## config.mk

```make
export PLATFORM = sky130hd
export DESIGN_NAME = mul_cpa_pipe
export DESIGN_NICKNAME = d
export VERILOG_FILES = /design/src/rtl/mul_cpa_pipe_pkg.sv /design/src/rtl/cpa_half_adder_reg.sv /design/src/rtl/mul_cpa_pipe.sv
export SDC_FILE = /design/constraint.sdc
export NUM_CORES = 1
export LEC_CHECK = 0
export ABC_AREA = 1
export BUFFER_PORTS_ARGS = -buffer_cell sky130_fd_sc_hd__buf_2
export CAP_MARGIN = 20
export CORE_ASPECT_RATIO = 2
export CORE_MARGIN = 4
export CORE_UTILIZATION = 35
export CTS_CLUSTER_DIAMETER = 60
export DETAILED_ROUTE_END_ITERATION = 10
export HOLD_SLACK_MARGIN = 0.03
export PLACE_DENSITY = 0.66
export SYNTH_ARGS = -nofsm -noshare
export SYNTH_HDL_FRONTEND = slang
export SYNTH_SLANG_ARGS = --single-unit
```

## constraint.sdc

```tcl
create_clock -name clk -period 2.5 [get_ports clk]
set_input_delay 0.125 -clock clk [delete_from_list [all_inputs] [get_ports clk]]
set_output_delay 0.125 -clock clk [all_outputs]
set_load 0.005 [all_outputs]
```

## src/rtl/mul_cpa_pipe_pkg.sv

```systemverilog
// Shared sizing for the multiplier back end: CSA tree, final CPA and CDB arbiter
// all agree on vector width, split point and reservation-station tag width.
package mul_cpa_pipe_pkg;

  localparam int CPA_WIDTH = 64;
  localparam int CPA_HALF  = CPA_WIDTH / 2;
  localparam int CPA_TAG_W = 4;

  typedef logic [CPA_TAG_W-1:0] cpa_tag_t;
  typedef logic [CPA_WIDTH-1:0] cpa_vec_t;

endpackage

```

## src/rtl/cpa_half_adder_reg.sv

```systemverilog
// Registered HALF-bit adder with carry-in and registered carry-out; one
// instance per pipeline stage of the split carry-propagate adder.
module cpa_half_adder_reg
  import mul_cpa_pipe_pkg::*;
#(
  parameter int HALF = CPA_HALF
) (
  input  logic            clk,
  input  logic            rst_n,
  input  logic            en_i,
  input  logic [HALF-1:0] a_i,
  input  logic [HALF-1:0] b_i,
  input  logic            cin_i,
  output logic [HALF-1:0] sum_o,
  output logic            cout_o
);

  logic [HALF:0]   add_d;
  logic [HALF-1:0] sum_q;
  logic            cout_q;

  assign add_d = {1'b0, a_i} + {1'b0, b_i} + {{HALF{1'b0}}, cin_i};

  always_ff @(posedge clk) begin
    if (!rst_n) begin
      sum_q  <= '0;
      cout_q <= 1'b0;
    end else if (en_i) begin
      {cout_q, sum_q} <= add_d;
    end
  end

  assign sum_o  = sum_q;
  assign cout_o = cout_q;

endmodule

```

## src/rtl/mul_cpa_pipe.sv

```systemverilog
// Final carry-propagate stage of the Wallace multiplier: low half added in
// stage 1, high half plus the low-half carry in stage 2, valid/ready both ends.
module mul_cpa_pipe
  import mul_cpa_pipe_pkg::*;
#(
  parameter int WIDTH = CPA_WIDTH,
  parameter int HALF  = WIDTH / 2,
  parameter int TAG_W = CPA_TAG_W
) (
  input  logic             clk,
  input  logic             rst_n,
  input  logic             flush,
  input  logic             in_valid,
  output logic             in_ready,
  input  logic [WIDTH-1:0] in_sum,
  input  logic [WIDTH-1:0] in_carry,
  input  logic [TAG_W-1:0] in_tag,
  output logic             out_valid,
  input  logic             out_ready,
  output logic [WIDTH-1:0] out_product,
  output logic [TAG_W-1:0] out_tag
);

  logic             s2_free;
  logic             s1_adv;
  logic             accept;

  logic             s1_valid_q, s1_valid_d;
  logic [HALF-1:0]  s1_lo;
  logic             s1_c;
  logic [HALF-1:0]  s1_sum_hi_q;
  logic [HALF-1:0]  s1_carry_hi_q;
  logic [TAG_W-1:0] s1_tag_q;

  logic             out_valid_q, out_valid_d;
  logic [HALF-1:0]  out_lo_q;
  logic [HALF-1:0]  out_hi;
  logic [TAG_W-1:0] out_tag_q;
  logic             s2_cout_unused;

  // Flush dominates: nothing presented in a squash cycle enters the pipe.
  assign s2_free  = !out_valid_q || out_ready;
  assign s1_adv   = s1_valid_q && s2_free;
  assign in_ready = !s1_valid_q || s2_free;
  assign accept   = in_valid && in_ready && !flush;

  always_comb begin
    s1_valid_d = s1_valid_q;
    if (flush)       s1_valid_d = 1'b0;
    else if (accept) s1_valid_d = 1'b1;
    else if (s1_adv) s1_valid_d = 1'b0;
  end

  always_comb begin
    out_valid_d = out_valid_q;
    if (flush)          out_valid_d = 1'b0;
    else if (s1_adv)    out_valid_d = 1'b1;
    else if (out_ready) out_valid_d = 1'b0;
  end

  always_ff @(posedge clk) begin
    if (!rst_n) begin
      s1_valid_q  <= 1'b0;
      out_valid_q <= 1'b0;
    end else begin
      s1_valid_q  <= s1_valid_d;
      out_valid_q <= out_valid_d;
    end
  end

  // ---- stage 1: low-half add, upper halves carried raw ----
  cpa_half_adder_reg #(.HALF(HALF)) u_lo_add (
    .clk    (clk),
    .rst_n  (rst_n),
    .en_i   (accept),
    .a_i    (in_sum[HALF-1:0]),
    .b_i    (in_carry[HALF-1:0]),
    .cin_i  (1'b0),
    .sum_o  (s1_lo),
    .cout_o (s1_c)
  );

  always_ff @(posedge clk) begin
    if (!rst_n) begin
      s1_sum_hi_q   <= '0;
      s1_carry_hi_q <= '0;
      s1_tag_q      <= '0;
    end else if (accept) begin
      s1_sum_hi_q   <= in_sum[WIDTH-1:HALF];
      s1_carry_hi_q <= in_carry[WIDTH-1:HALF];
      s1_tag_q      <= in_tag;
    end
  end

  // ---- stage 2: high-half add with stage-1 carry, result modulo 2^WIDTH ----
  cpa_half_adder_reg #(.HALF(HALF)) u_hi_add (
    .clk    (clk),
    .rst_n  (rst_n),
    .en_i   (s1_adv),
    .a_i    (s1_sum_hi_q),
    .b_i    (s1_carry_hi_q),
    .cin_i  (s1_c),
    .sum_o  (out_hi),
    .cout_o (s2_cout_unused)
  );

  always_ff @(posedge clk) begin
    if (!rst_n) begin
      out_lo_q  <= '0;
      out_tag_q <= '0;
    end else if (s1_adv) begin
      out_lo_q  <= s1_lo;
      out_tag_q <= s1_tag_q;
    end
  end

  assign out_valid   = out_valid_q;
  assign out_product = {out_hi, out_lo_q};
  assign out_tag     = out_tag_q;

endmodule

```

== Word-level counts from Yosys, hierarchy flattened ==
Cells that the tools add are included.
Operators by class
  $add $sub $neg: 3
  $mul: 0
  divide/modulo/power cells: 0
  magnitude comparators: 0
  equality and inequality tests: 0
  shifts and indexed selects: 0
  multiplexer cells: 4
  bitwise operators: 1
  reduce and logical (&&, ||, !) cells: 11
Operator list (count)
  32-bit by 32-bit adder with 33-bit output: 1
  32-bit by 1-bit adder with 32-bit output: 1
  32-bit adder: 1
  1-bit two-way mux: 4
  2-bit nonzero test: 2
  1-bit logical AND: 3
  1-bit logical NOT: 3
  1-bit logical OR: 2
  2-bit OR reduction: 1
  1-bit inverter: 1
Word-level totals
  flip-flop bits (word level): 171
  latch bits: 0
  RAM bits: 0
  memory bits (read-only): 0
  input port bits: 137
  output and inout port bits: 70
  word-level logic and storage cells: 29
  memories: 0

== Logic depth before layout (Yosys ltp) ==
Gate-level depths: netlist of run 1.
  word-level depth: 6
  depth in mapped cells: 13
  mapped depth without buffers: 13

== Hierarchy ==
Synthesis of run 1 repeated with hierarchy kept, for this count alone.
Second synthesis, totals
  cells, all modules: 2022
  area, all modules: 11942.7 µm²
Modules (own cells, without submodules)
  mul_cpa_pipe: times used 1, cells each 656, area each 4555.6 µm², seq. area each 2122.0 µm²
  cpa_half_adder_reg (u_hi_add): times used 1, cells each 686, area each 3713.6 µm², seq. area each 660.6 µm²
  cpa_half_adder_reg (u_lo_add): times used 1, cells each 680, area each 3673.5 µm², seq. area each 660.6 µm²

== Least setup slack after synthesis of run 1 ==
No wires, ideal clock.
  path kind: register to register
  start: reg u_lo_add.cout_q, in the netlist u_lo_add.cout_o
  end: reg u_hi_add.sum_q[20], in the netlist u_hi_add.sum_o[20]
  setup time: 109 ps
  arrival time: 1911 ps
  required time: 2391 ps
  setup slack: 480 ps
  stages on the path, launching flop included: 13
  buffers on the path: 0
  clock period less this slack: 2020 ps
  cell sequence: dfxtp_1 -> fa_1 -> fa_1 -> nand3_1 -> nand3_1 -> nand3_1 -> nand3_2 -> nand3_1 -> nand2_1 -> nand2_1 -> nand3_1 -> nand2_1 -> inv_1
Between the ends
  cells in the longest elaborated chain, start to end: 1
Ends and longest elaborated chain
  from (decl): line cpa_half_adder_reg.sv:20  | logic cout_q;
  from (signal assigned): line cpa_half_adder_reg.sv:27  | cout_q <= 1'b0;
  from (signal assigned): line cpa_half_adder_reg.sv:29  | {cout_q, sum_q} <= add_d;
  32-bit by 1-bit adder with 32-bit output: line cpa_half_adder_reg.sv:22  | assign add_d = {1'b0, a_i} + {1'b0, b_i} + {{HALF{1'b0}}, cin_i};
  to (signal assigned): line cpa_half_adder_reg.sv:26  | sum_q <= '0;
  to (signal assigned): line cpa_half_adder_reg.sv:29
  to (decl): line cpa_half_adder_reg.sv:19  | logic [HALF-1:0] sum_q;
Every way passes these cells.
A chain may end at the register's enable or synchronous reset.

== Final worst setup path of run 1 ==
Same ends and word-level chain as after synthesis.

==> results of run 1 <==
==> synthesized netlist by cell type, types with 8 or more instances <==
library cell / instances
nor2_1: 307
inv_2: 8
nand2_2: 17
xor2_1: 26
o21ai_0: 137
ha_1: 62
buf_2: 23
dfxtp_1: 171
clkbuf_1: 25
nand3_1: 76
inv_1: 304
a21oi_1: 102
nand2_1: 453
==> metal layers <==
layer / part of all wire [%] / vias to the layer above / routed length [um]
li1: - / 5964 / -
met1: 33 / 5006 / 12200
met2: 57 / 267 / 21300
met3: 2.7 / 106 / 1010
met4: 7.1 / 0 / 2650
met5: 0 / - / 0
==> power groups by stage <==
stage               Combinational (W)  Sequential (W)  Clock, W
floorplan                     0.00101         0.00303         0
global placement              0.00156         0.00304         0
detailed placement            0.00157         0.00304         0
CTS                           0.00166         0.00298   0.00272
global route                  0.00186         0.00300   0.00282
finish                        0.00165         0.00298   0.00266
==> area by class of cell <==
type                            instances  area (sq um)
Clock buffer                           17           425
Fill cell                            3275         16800
Clock inverter                         15           150
Timing Repair Buffer                  293          1930
Tap cell                              368           460
Multi-Input combinational cell       1239          6010
Inverter                              312          1170
Sequential cell                       171          3420
==> path summary, 6_finish.rpt <==
path / endpoint / depth (start not counted)
worst max-delay path: u_hi_add.sum_o[20] / 12
worst min-delay path: u_lo_add.sum_o[7] / 5
worst max register to register: u_hi_add.sum_o[20] / 12
worst min register to register: out_lo_q[19] / 2
==> worst max-delay path, stage by stage, from the launching register on <==
cell	delay, ns
dfxtp_1	0.34
fa_1	0.51
fa_1	0.47
nand3_1	0.11
nand3_1	0.12
nand3_1	0.11
nand3_2	0.11
nand3_1	0.12
nand2_1	0.05
nand2_1	0.05
nand3_1	0.06
nand2_1	0.06
inv_1	0.03
==> through the flow <==
stage	util, %	hold slack, ns	cells	area, sq um
floorplan	-	0.276	1775	10800
detailed placement	40.4	0.381	2311	12300
global placement	40.4	0.384	2311	12300
global route	44.6	0.156	2415	13600
CTS	44.6	0.112	2415	13600
finish	44.6	0.119	2415	13600
==> state kept, by name, indices dropped and copies added, names as in the netlist <==
register	cells
out_lo_q	32
s1_carry_hi_q	32
s1_sum_hi_q	32
u_hi_add.sum_o	32
u_lo_add.sum_o	32
out_tag	4
s1_tag_q	4
out_valid	1
s1_valid_q	1
u_lo_add.cout_o	1
==> cells by family after synthesis <==
kind of cell / Yosys count / share of synthesized area (%)
adders and majority gates: 65 / 7.72
DFF: 171 / 31.6
AOI/OAI and AO/OA: 259 / 12.4
xor gates and xnor gates: 29 / 2.34
buffers and inverters: 365 / 12.9
and+or+nand+nor: 886 / 33.0
==> impl_results.md, run 1 <==
* Final count of hold timing violations at 0
* Drt initial violations at 505
* Combinational share of power at 22.6%
* Net switching power at 0.00243 W
* CTS resizes at 0
* Tot Pwr at 0.00729 W
* Sw Share at 33.3%
* Post-synth top flop: dfxtp_1
* Die span in x at 132 um
* Power per cell area at 537 mW/mm^2
* Die extent in y at 257 um
* Die area at 0.0340 sq mm
* Number of synthesis warnings at 0
* Busiest grt layer: met2
* Reg2reg start: u_lo_add.cout_o
* WP data required at 2.88 ns
* Startpoint Class: flop
* Critical Path Start: u_lo_add.cout_o
* CTS root buffer: clkbuf_16
* Synthesized net count at 1977
* Wire per inst at 15.4 um
* Commonest non-fill, non-tap cell in the layout: nand2_1
* Worst-margin pin slew at 0.736 ns
* Tcrit/Tclk final at 88.6%
* Post-CTS Hold Fix Bufs at 72
* Post-Syn Area at 0.0108 sq mm
* Drt drc at 0
* Synth area leaders: dfxtp_1 (32%), nand2_1 (16%), nor2_1 (11%)
* FP Rows at 90
* Cell Int Power at 0.00486 W
* Leakage power at 7.56 nW
* Clock Skews at 0.0118 ns
* Area leader, netlist: dfxtp_1
* CTS Buf Count at 17
* Final setup fails at 0
* Ratio of cells with drive above 1 in the final layout at 14.7%
* Final WS setup at 0.286 ns
* Post-synthesis sequential area ratio at 31.6%
* Slew margin rel. at 50.6%
* GPL Wtd Cong at 0.946
* Initial antenna violation count at 0
* H-Tree Depth at 4
* Yosys reg bits at 171
* Syn Area/Cell at 6.10 sq um
* Hold Path Class: input pin to flop
* Async SR Flop Fraction at 0%
* M2 GR Usage at 44.6%
* Min-delay src: rst_n
* GR met1 Demand/Resource at 18.7%
* Number of global-route vias before repair at 11330
* CP Capture Type: flop
* Post-synth EDFFs at 0
* Starting Density at 35.6%
* Setup WS pre-CTS at 0.266 ns
* Max Clk Rate at 0.452 GHz
* Reg-to-reg slack, setup at 0.29 ns
* GRT overflow at 0
* Post-route minimum period at 2.21 ns
* RSZ-0062 raised after global routing: false
* # diodes at 0
* Seq pwr share at 40.9%
* First-pass GRT wire length at 57.5 mm
* Pins Over Slew Limit at 0
* Largest net degree at the start of global routing at 116
* CTS max path bufs at 2
* Worst-path clk slew at 0.08 ns
* Worst VDD drop at 0.562 mV
* Total wire length at 37.2 mm
* Most frequent cells in the layout: nand2_1 (452), nor2_1 (307), inv_1 (304), buf_2 (206), dfxtp_1 (171)
* PortBufs at 206
* Status: completed
* Synth Instances at 1775
* Num ports at 207
* Distinct cell type count after synthesis at 35
* CTS tree: built
* Post-DP HPWL at 29.2 mm
* Met3 Usage GRT at 2.65%
* Mean number of vias per cell at 4.70
* CTS sink count at 171
* Clock share of power at 36.5%
* Post-route ant nets at 0
* Critical path data arrival time at 2.59 ns
* First-pass iteration count of the detailed router at 5
* Clk Latency, worst-skew pair at 0.47 ns
* Synth top area share at 31.6%
* Gr usage total at 21.8%
* Max-cap viol count at 0
* CP Class: flop to flop
* Setup bufs post-CTS at 0
* Core area at 0.0304 sq mm
* Via count at 11343
* CP Max Fanout at 4
* Syn-to-layout area delta at 25.3%
* Final setup TNS at 0 ns
* Nets at 2236
Note: power is estimated with default switching activity, not from simulation.
==> run 2, diff against run 1 <==
--- a/config.mk
+++ b/config.mk
@@ -9,7 +9,6 @@
 export BUFFER_PORTS_ARGS = -buffer_cell sky130_fd_sc_hd__buf_2
 export CAP_MARGIN = 20
 export CORE_ASPECT_RATIO = 2
-export CORE_MARGIN = 4
 export CORE_UTILIZATION = 35
 export CTS_CLUSTER_DIAMETER = 60
 export DETAILED_ROUTE_END_ITERATION = 10
==> run 2 against run 1 <==
Compared with the run above: power rose by 0.17%; flip-flop and latch count did not move; via count fell by 0.30%; combinational power barely moved; die area fell by 6.8%; hold slack got worse by 0.080 ns; global-route usage rose by 1.8 points; critical endpoint is now u_hi_add.sum_o[24]; largest cell class unchanged; routed wire length fell by 2.5%; clock skew fell by 0.0017 ns; clock-buffer cell count rose by 2; clock power barely moved; largest power group unchanged.
==> impl_results.md, run 2 (synthesis gave the netlist of run 1 again) <==
* Post-CTS Hold Fix Bufs at 71 (was 72)
* Commonest non-fill, non-tap cell in the layout: nand2_1 (unchanged)
* Final setup fails at 0 (unchanged)
* Power per cell area at 540 mW/mm^2 (was 537 mW/mm^2)
* Max Clk Rate at 0.443 GHz (was 0.452 GHz)
* CTS Buf Count at 17 (unchanged)
* First-pass GRT wire length at 56.5 mm (was 57.5 mm)
* Worst-path clk slew at 0.07 ns (was 0.08 ns)
* CTS resizes at 0 (unchanged)
* Startpoint Class: flop (unchanged)
* Cell Area, Placed at 0.0122 sq mm (was 0.0123 sq mm)
* Fillers at 3164 (was 3275)
* CP Capture Type: flop (unchanged)
* Tot Pwr at 0.00731 W (was 0.00729 W)
* Mean number of vias per cell at 4.69 (was 4.70)
* Largest net degree at the start of global routing at 116 (unchanged)
* Via count at 11309 (was 11343)
* PortBufs at 206 (unchanged)
* Core area at 0.0303 sq mm (was 0.0304 sq mm)
* Worst-margin pin slew at 0.750 ns (was 0.736 ns)
* FP Rows at 90 (unchanged)
* Final design utilization at 44.7% (was 44.6%)
* Die area at 0.0317 sq mm (was 0.0340 sq mm)
* Clk Latency, worst-skew pair at 0.45 ns (was 0.47 ns)
* Drt drc at 0 (unchanged)
* Final setup TNS at 0 ns (unchanged)
* Syn-to-layout area delta at 24.9% (was 25.3%)
* CTS max path bufs at 2 (unchanged)
* CTS root buffer: clkbuf_16 (unchanged)
* Number of global-route vias before repair at 11219 (was 11330)
* Post-route ant nets at 0 (unchanged)
* Setup WS pre-CTS at 0.258 ns (was 0.266 ns)
* WP data required at 2.86 ns (was 2.88 ns)
* Final WS setup at 0.243 ns (was 0.286 ns)
* Worst VDD drop at 0.492 mV (was 0.562 mV)
* Most frequent cells in the layout: nand2_1 (452), nor2_1 (307), inv_1 (304), buf_2 (206), dfxtp_1 (171) (unchanged)
* Clock Skews at 0.0102 ns (was 0.0118 ns)
* Drt initial violations at 446 (was 505)
* RSZ-0062 raised after global routing: false (unchanged)
* CTS sink count at 171 (unchanged)
* Nets at 2230 (was 2236)
* Die extent in y at 251 um (was 257 um)
* Max-cap viol count at 0 (unchanged)
* CTS tree: built (unchanged)
* Die span in x at 126 um (was 132 um)
* Pins Over Slew Limit at 0 (unchanged)
* Status: completed (unchanged)
* Hold Path Class: input pin to flop (unchanged)
* Wire per inst at 15.1 um (was 15.4 um)
* Post-DP HPWL at 28.3 mm (was 29.2 mm)
* Initial antenna violation count at 0 (unchanged)
* Starting Density at 35.8% (was 35.6%)
* Critical path data arrival time at 2.62 ns (was 2.59 ns)
* CP Max Fanout at 4 (unchanged)
* Post-route cell area at 0.0135 sq mm (was 0.0136 sq mm)
* GPL Wtd Cong at 0.961 (was 0.946)
* First-pass iteration count of the detailed router at 5 (unchanged)
* Final count of hold timing violations at 0 (unchanged)
* Leakage power at 7.53 nW (was 7.56 nW)
* GRT overflow at 0 (unchanged)
* CP Class: flop to flop (unchanged)
* Ratio of cells with drive above 1 in the final layout at 14.4% (was 14.7%)
* Gr usage total at 23.6% (was 21.8%)
* Setup bufs post-CTS at 0 (unchanged)
* Total wire length at 36.3 mm (was 37.2 mm)
* Slew margin rel. at 49.6% (was 50.6%)
* Num ports at 207 (unchanged)
* # diodes at 0 (unchanged)
* Post-route minimum period at 2.26 ns (was 2.21 ns)
* Tcrit/Tclk final at 90.3% (was 88.6%)
* H-Tree Depth at 4 (unchanged)
run 2: changes by cell type in the layout (fill, tap and decap cells not counted):
cell | before | now
buf_4 | 10 | 5
bufinv_16 | 0 | 2
clkbuf_1 | 0 | 1
clkbuf_8 | 0 | 1
clkinv_2 | 1 | 4
clkinv_4 | 3 | 1
clkinv_8 | 1 | 0
clkinvlp_4 | 3 | 4
dlygate4sd3_1 | 72 | 71
inv_6 | 2 | 3
inv_8 | 6 | 0
run 2: area by class of cell:
type / instances / area [sq um] / area share [%]
timing repair buffer: 287 / 1880 / 13.9
multi-input combinational: 1239 / 6010 / 44.4
tap: 368 / 460 / 3.40
inverter: 312 / 1170 / 8.66
clock buffer: 19 / 443 / 3.27
clock inverter: 13 / 140 / 1.04
sequential: 171 / 3420 / 25.3
run 2: power breakdown:
group          switching, W  total [W]  internal (W)
sequential        0.0000875    0.00298       0.00290
clock               0.00119    0.00269       0.00150
combinational       0.00100    0.00163      0.000634
run 2: worst max-delay path: stages (launching register included):
cell and delay, ns:
dfxtp_1 0.33, fa_1 0.49, fa_1 0.47, nand3_1 0.12
nand3_1 0.14, nand2_1 0.11, nand2_1 0.09, nand2_1 0.09
nand3_1 0.08, nand2_1 0.07, nand3_1 0.06, nand2_1 0.07
inv_1 0.04
run 2: per-layer routing:
layer	track usage, %	vias up	wire, um
li1	-	5941	-
met1	20.2	4995	12200
met2	47.5	264	20200
met3	2.49	109	962
met4	19.8	0	3000
met5	0	-	0
run 2: final timing paths:
kind	start	to	slack, ns	depth (start not counted)
max	u_lo_add.cout_o	u_hi_add.sum_o[24]	0.24	12
min	in_carry[43]	s1_carry_hi_q[11]	0.04	3
max reg2reg	u_lo_add.cout_o	u_hi_add.sum_o[24]	0.24	12
min reg2reg	u_lo_add.sum_o[30]	out_lo_q[30]	0.45	2
run 2: per-stage QoR:
stage	hold slack (ns)	cells
6_report	0.0389	2409
3_3_place_gp	0.380	2306
4_1_cts	0.0334	2409
3_5_place_dp	0.384	2306
2_1_floorplan	0.276	1775
5_1_grt	0.0766	2409
==> run 3, diff against run 2 <==
--- a/config.mk
+++ b/config.mk
@@ -14,6 +14,7 @@
 export DETAILED_ROUTE_END_ITERATION = 10
 export HOLD_SLACK_MARGIN = 0.03
 export PLACE_DENSITY = 0.66
+export RECOVER_POWER = 100
 export SYNTH_ARGS = -nofsm -noshare
 export SYNTH_HDL_FRONTEND = slang
 export SYNTH_SLANG_ARGS = --single-unit
==> constraint.sdc (replaced) <==
create_clock -name clk -period 2.6 [get_ports clk]
set_input_delay 0.13 -clock clk [delete_from_list [all_inputs] [get_ports clk]]
set_output_delay 0.13 -clock clk [all_outputs]
set_load 0.005 [all_outputs]
==> run 3 against run 2 <==
Compared with the run above: final cell count barely moved; sequential share of layout area rose by 0.22 points; first-iteration DRC count grew 8.1%; worst setup slack gained 0.042 ns; clock power fell by 7.8%; routed wire length increased by 0.91%; critical path type unchanged; critical path depth is the same; combinational power decreased by 4%; clock-buffer cell count up 3; highest routed layer unchanged; power shrank 5.4%.
==> impl_results.md, run 3 (synthesis gave the netlist of run 1 again) <==
* Status: completed (unchanged)
* Worst-path clk slew at 0.07 ns (about the same)
* Mean number of vias per cell at 4.69 (about the same)
* Worst VDD drop at 0.466 mV (was 0.492 mV)
* Pins Over Slew Limit at 0 (unchanged)
* Combinational share of power at 22.6% (was 22.4%)
* Endpoint, Worst Hold: u_lo_add.sum_o[0] (was s1_carry_hi_q[11])
* Post-route ant nets at 0 (unchanged)
* RSZ-0062 raised after global routing: false (unchanged)
* Slowest stage cell, crit path: fa_1 (unchanged)
* Routed met2 length at 20.5 mm (was 20.2 mm)
* Drt initial violations at 482 (was 446)
* Max-cap viol count at 0 (unchanged)
* Met1 wire length at 12.5 mm (was 12.2 mm)
* Final count of hold timing violations at 0 (unchanged)
* Worst-margin pin slew at 0.820 ns (was 0.750 ns)
* Die extent in y at 251 um (unchanged)
* Crit path largest cell delay at 0.49 ns (about the same)
* CTS resizes at 0 (unchanged)
* Hold Path Class: input pin to flop (unchanged)
* DR WL met3 at 804 um (was 962 um)
* Worst path cell trace: fa_1, fa_1, nand3_1, nand3_1, nand3_1, nand3_1, nand3_1, nand2_1, nand2_1, nand3_1, nand2_1, inv_1 (was fa_1, fa_1, nand3_1, nand3_1, nand2_1, nand2_1, nand2_1, nand3_1, nand2_1, nand3_1, nand2_1, inv_1)
* Total wire length at 36.6 mm (was 36.3 mm)
* Fillers at 3228 (was 3164)
* Hold Slack at 0.0835 ns (was 0.0389 ns)
* Commonest non-fill, non-tap cell in the layout: nand2_1 (unchanged)
* CP Max Fanout at 4 (unchanged)
* CTS tree: built (unchanged)
* Uppermost routed layer: met4 (unchanged)
* Net switching power at 0.00222 W (was 0.00228 W)
* Clock Skews at 0.0116 ns (was 0.0102 ns)
* Starting Density at 35.8% (unchanged)
* Cell Int Power at 0.00469 W (was 0.00503 W)
* Final setup fails at 0 (unchanged)
* Hold Crit Depth at 4 (was 3)
* Post-DP HPWL at 28.4 mm (was 28.3 mm)
* Final setup TNS at 0 ns (unchanged)
* Startpoint Class: flop (unchanged)
* # diodes at 0 (unchanged)
* PortBufs at 206 (unchanged)
* Largest net degree at the start of global routing at 116 (unchanged)
* CP bufs+invs at 1 (unchanged)
* Area of the multi-input gates at 0.00599 sq mm (was 0.00601 sq mm)
* CP most frequent cell: nand3_1 (was nand2_1)
* CTS root buffer: clkbuf_16 (unchanged)
* Capturing point of the worst reg2reg path: u_hi_add.sum_o[20] (was u_hi_add.sum_o[24])
* Core area at 0.0303 sq mm (unchanged)
* Sequential Area at 0.00342 sq mm (unchanged)
* Leakage power at 7.29 nW (was 7.53 nW)
* GPL Wtd Cong at 0.950 (was 0.961)
* Clock share of power at 35.9% (was 36.8%)
* Die span in x at 126 um (unchanged)
* Power per cell area at 515 mW/mm^2 (was 540 mW/mm^2)
* Drt drc at 0 (unchanged)
* Reg-to-reg slack, setup at 0.29 ns (was 0.24 ns)
* Ratio of cells with drive above 1 in the final layout at 11.6% (was 14.4%)
* Wire per inst at 15.2 um (was 15.1 um)
* Initial antenna violation count at 0 (unchanged)
* First-pass iteration count of the detailed router at 7 (was 5)
* H-Tree Depth at 4 (unchanged)
* Reg2reg path depth at 12 (unchanged)
* Final design utilization at 44.3% (was 44.7%)
* Max Clk Rate at 0.432 GHz (was 0.443 GHz)
* Reg2reg start: u_lo_add.cout_o (unchanged)
* Die area at 0.0317 sq mm (unchanged)
* Num ports at 207 (unchanged)
* CP Capture Type: flop (unchanged)
* Gr usage total at 23.7% (was 23.6%)
* First-pass GRT wire length at 56.9 mm (was 56.5 mm)
* CTS sink count at 171 (unchanged)
* Sw Share at 32.1% (was 31.2%)
* Tcrit/Tclk final at 89.0% (was 90.3%)
* GRT overflow at 0 (unchanged)
* Syn-to-layout area delta at 23.8% (was 24.9%)
* Post-route minimum period at 2.31 ns (was 2.26 ns)
* Nets at 2232 (was 2230)
* Clk Latency, worst-skew pair at 0.46 ns (was 0.45 ns)
* CTS Buf Count at 17 (unchanged)
* CTS max path bufs at 2 (unchanged)
* Tot Pwr at 0.00691 W (was 0.00731 W)
* Most frequent cells in the layout: nand2_1 (454), nor2_1 (307), inv_1 (305), dfxtp_1 (171), buf_2 (156) (was nand2_1 (452), nor2_1 (307), inv_1 (304), buf_2 (206), dfxtp_1 (171))
* WP data required at 2.96 ns (was 2.86 ns)
* FP Rows at 90 (unchanged)
* Critical path's top delay family: adder cells (unchanged)
* Slew margin rel. at 45.3% (was 49.6%)
* Seq pwr share at 41.5% (was 40.8%)
* CP Class: flop to flop (unchanged)
* Critical path data arrival time at 2.67 ns (was 2.62 ns)
* Via count at 11308 (was 11309)
* Min-delay src: in_carry[0] (was in_carry[43])
* Number of global-route vias before repair at 11288 (was 11219)
## run 3: changes by cell type in the layout (fill, tap and decap cells not counted), sizes merged
| cell | change |
|---|---|
| clkbuf | +57 |
| buf | -53 |
| dlygate4sd3 | +1 |
| bufinv | -2 |
| inv | +1 |
| clkinv | -2 |
## run 3: per-layer routing
metal  up-vias  global-route usage, %
met1      5001                   20.5
met3       104                   2.62
met5         -                      0
li1       5949                      -
met4         0                   18.8
met2       254                   47.9
## run 3: cell type report
type                       instances  area share (%)
inverter                         312            8.74
sequential                       171            25.5
multi-input combinational       1239            44.6
clock buffer                      22            3.53
tap                              368            3.43
timing repair buffer             289            13.5
clock inverter                    10           0.616
## run 3: worst max-delay path by stage
stage / startpoint / slack, ns / end / depth (start not counted)
3_5_place_dp: u_lo_add.cout_o / 0.36 / u_hi_add.sum_o[20] / 12
3_3_place_gp: u_lo_add.cout_o / 0.39 / u_hi_add.sum_o[12] / 9
4_1_cts: u_lo_add.cout_o / 0.35 / u_hi_add.sum_o[20] / 12
6_report: u_lo_add.cout_o / 0.29 / u_hi_add.sum_o[20] / 12
2_1_floorplan: u_lo_add.cout_o / 0.58 / u_hi_add.sum_o[20] / 12
5_1_grt: u_lo_add.cout_o / 0.12 / u_hi_add.sum_o[20] / 12
## run 3: through the flow
stage               instance area (sq um)  setup slack [ns]  std cells
detailed placement                  12200             0.364       2307
floorplan                           10800             0.580       1775
CTS                                 13500             0.348       2411
global placement                    12200             0.390       2307
finish                              13400             0.285       2411
global route                        13400             0.117       2411
## run 3: worst min-delay path, stage by stage
cell	delay (ns)
buf_2	0.08
ha_1	0.13
o21ai_0	0.08
nor2_1	0.08
## run 3: what timing repair did
item,CTS,global route
endpoints found under the hold margin,70,0
hold buffers,72,0
setup buffers,0,0
## run 3: power groups by stage
| stage | combinational, W | sequential, W | clock (W) |
|---|---|---|---|
| 6_report | 0.00156 | 0.00287 | 0.00248 |
| 5_1_grt | 0.00176 | 0.00289 | 0.00264 |
| 4_1_cts | 0.00159 | 0.00287 | 0.00256 |
| 3_5_place_dp | 0.00150 | 0.00293 | 0 |
| 3_3_place_gp | 0.00149 | 0.00292 | 0 |
| 2_1_floorplan | 0.000971 | 0.00291 | 0 |
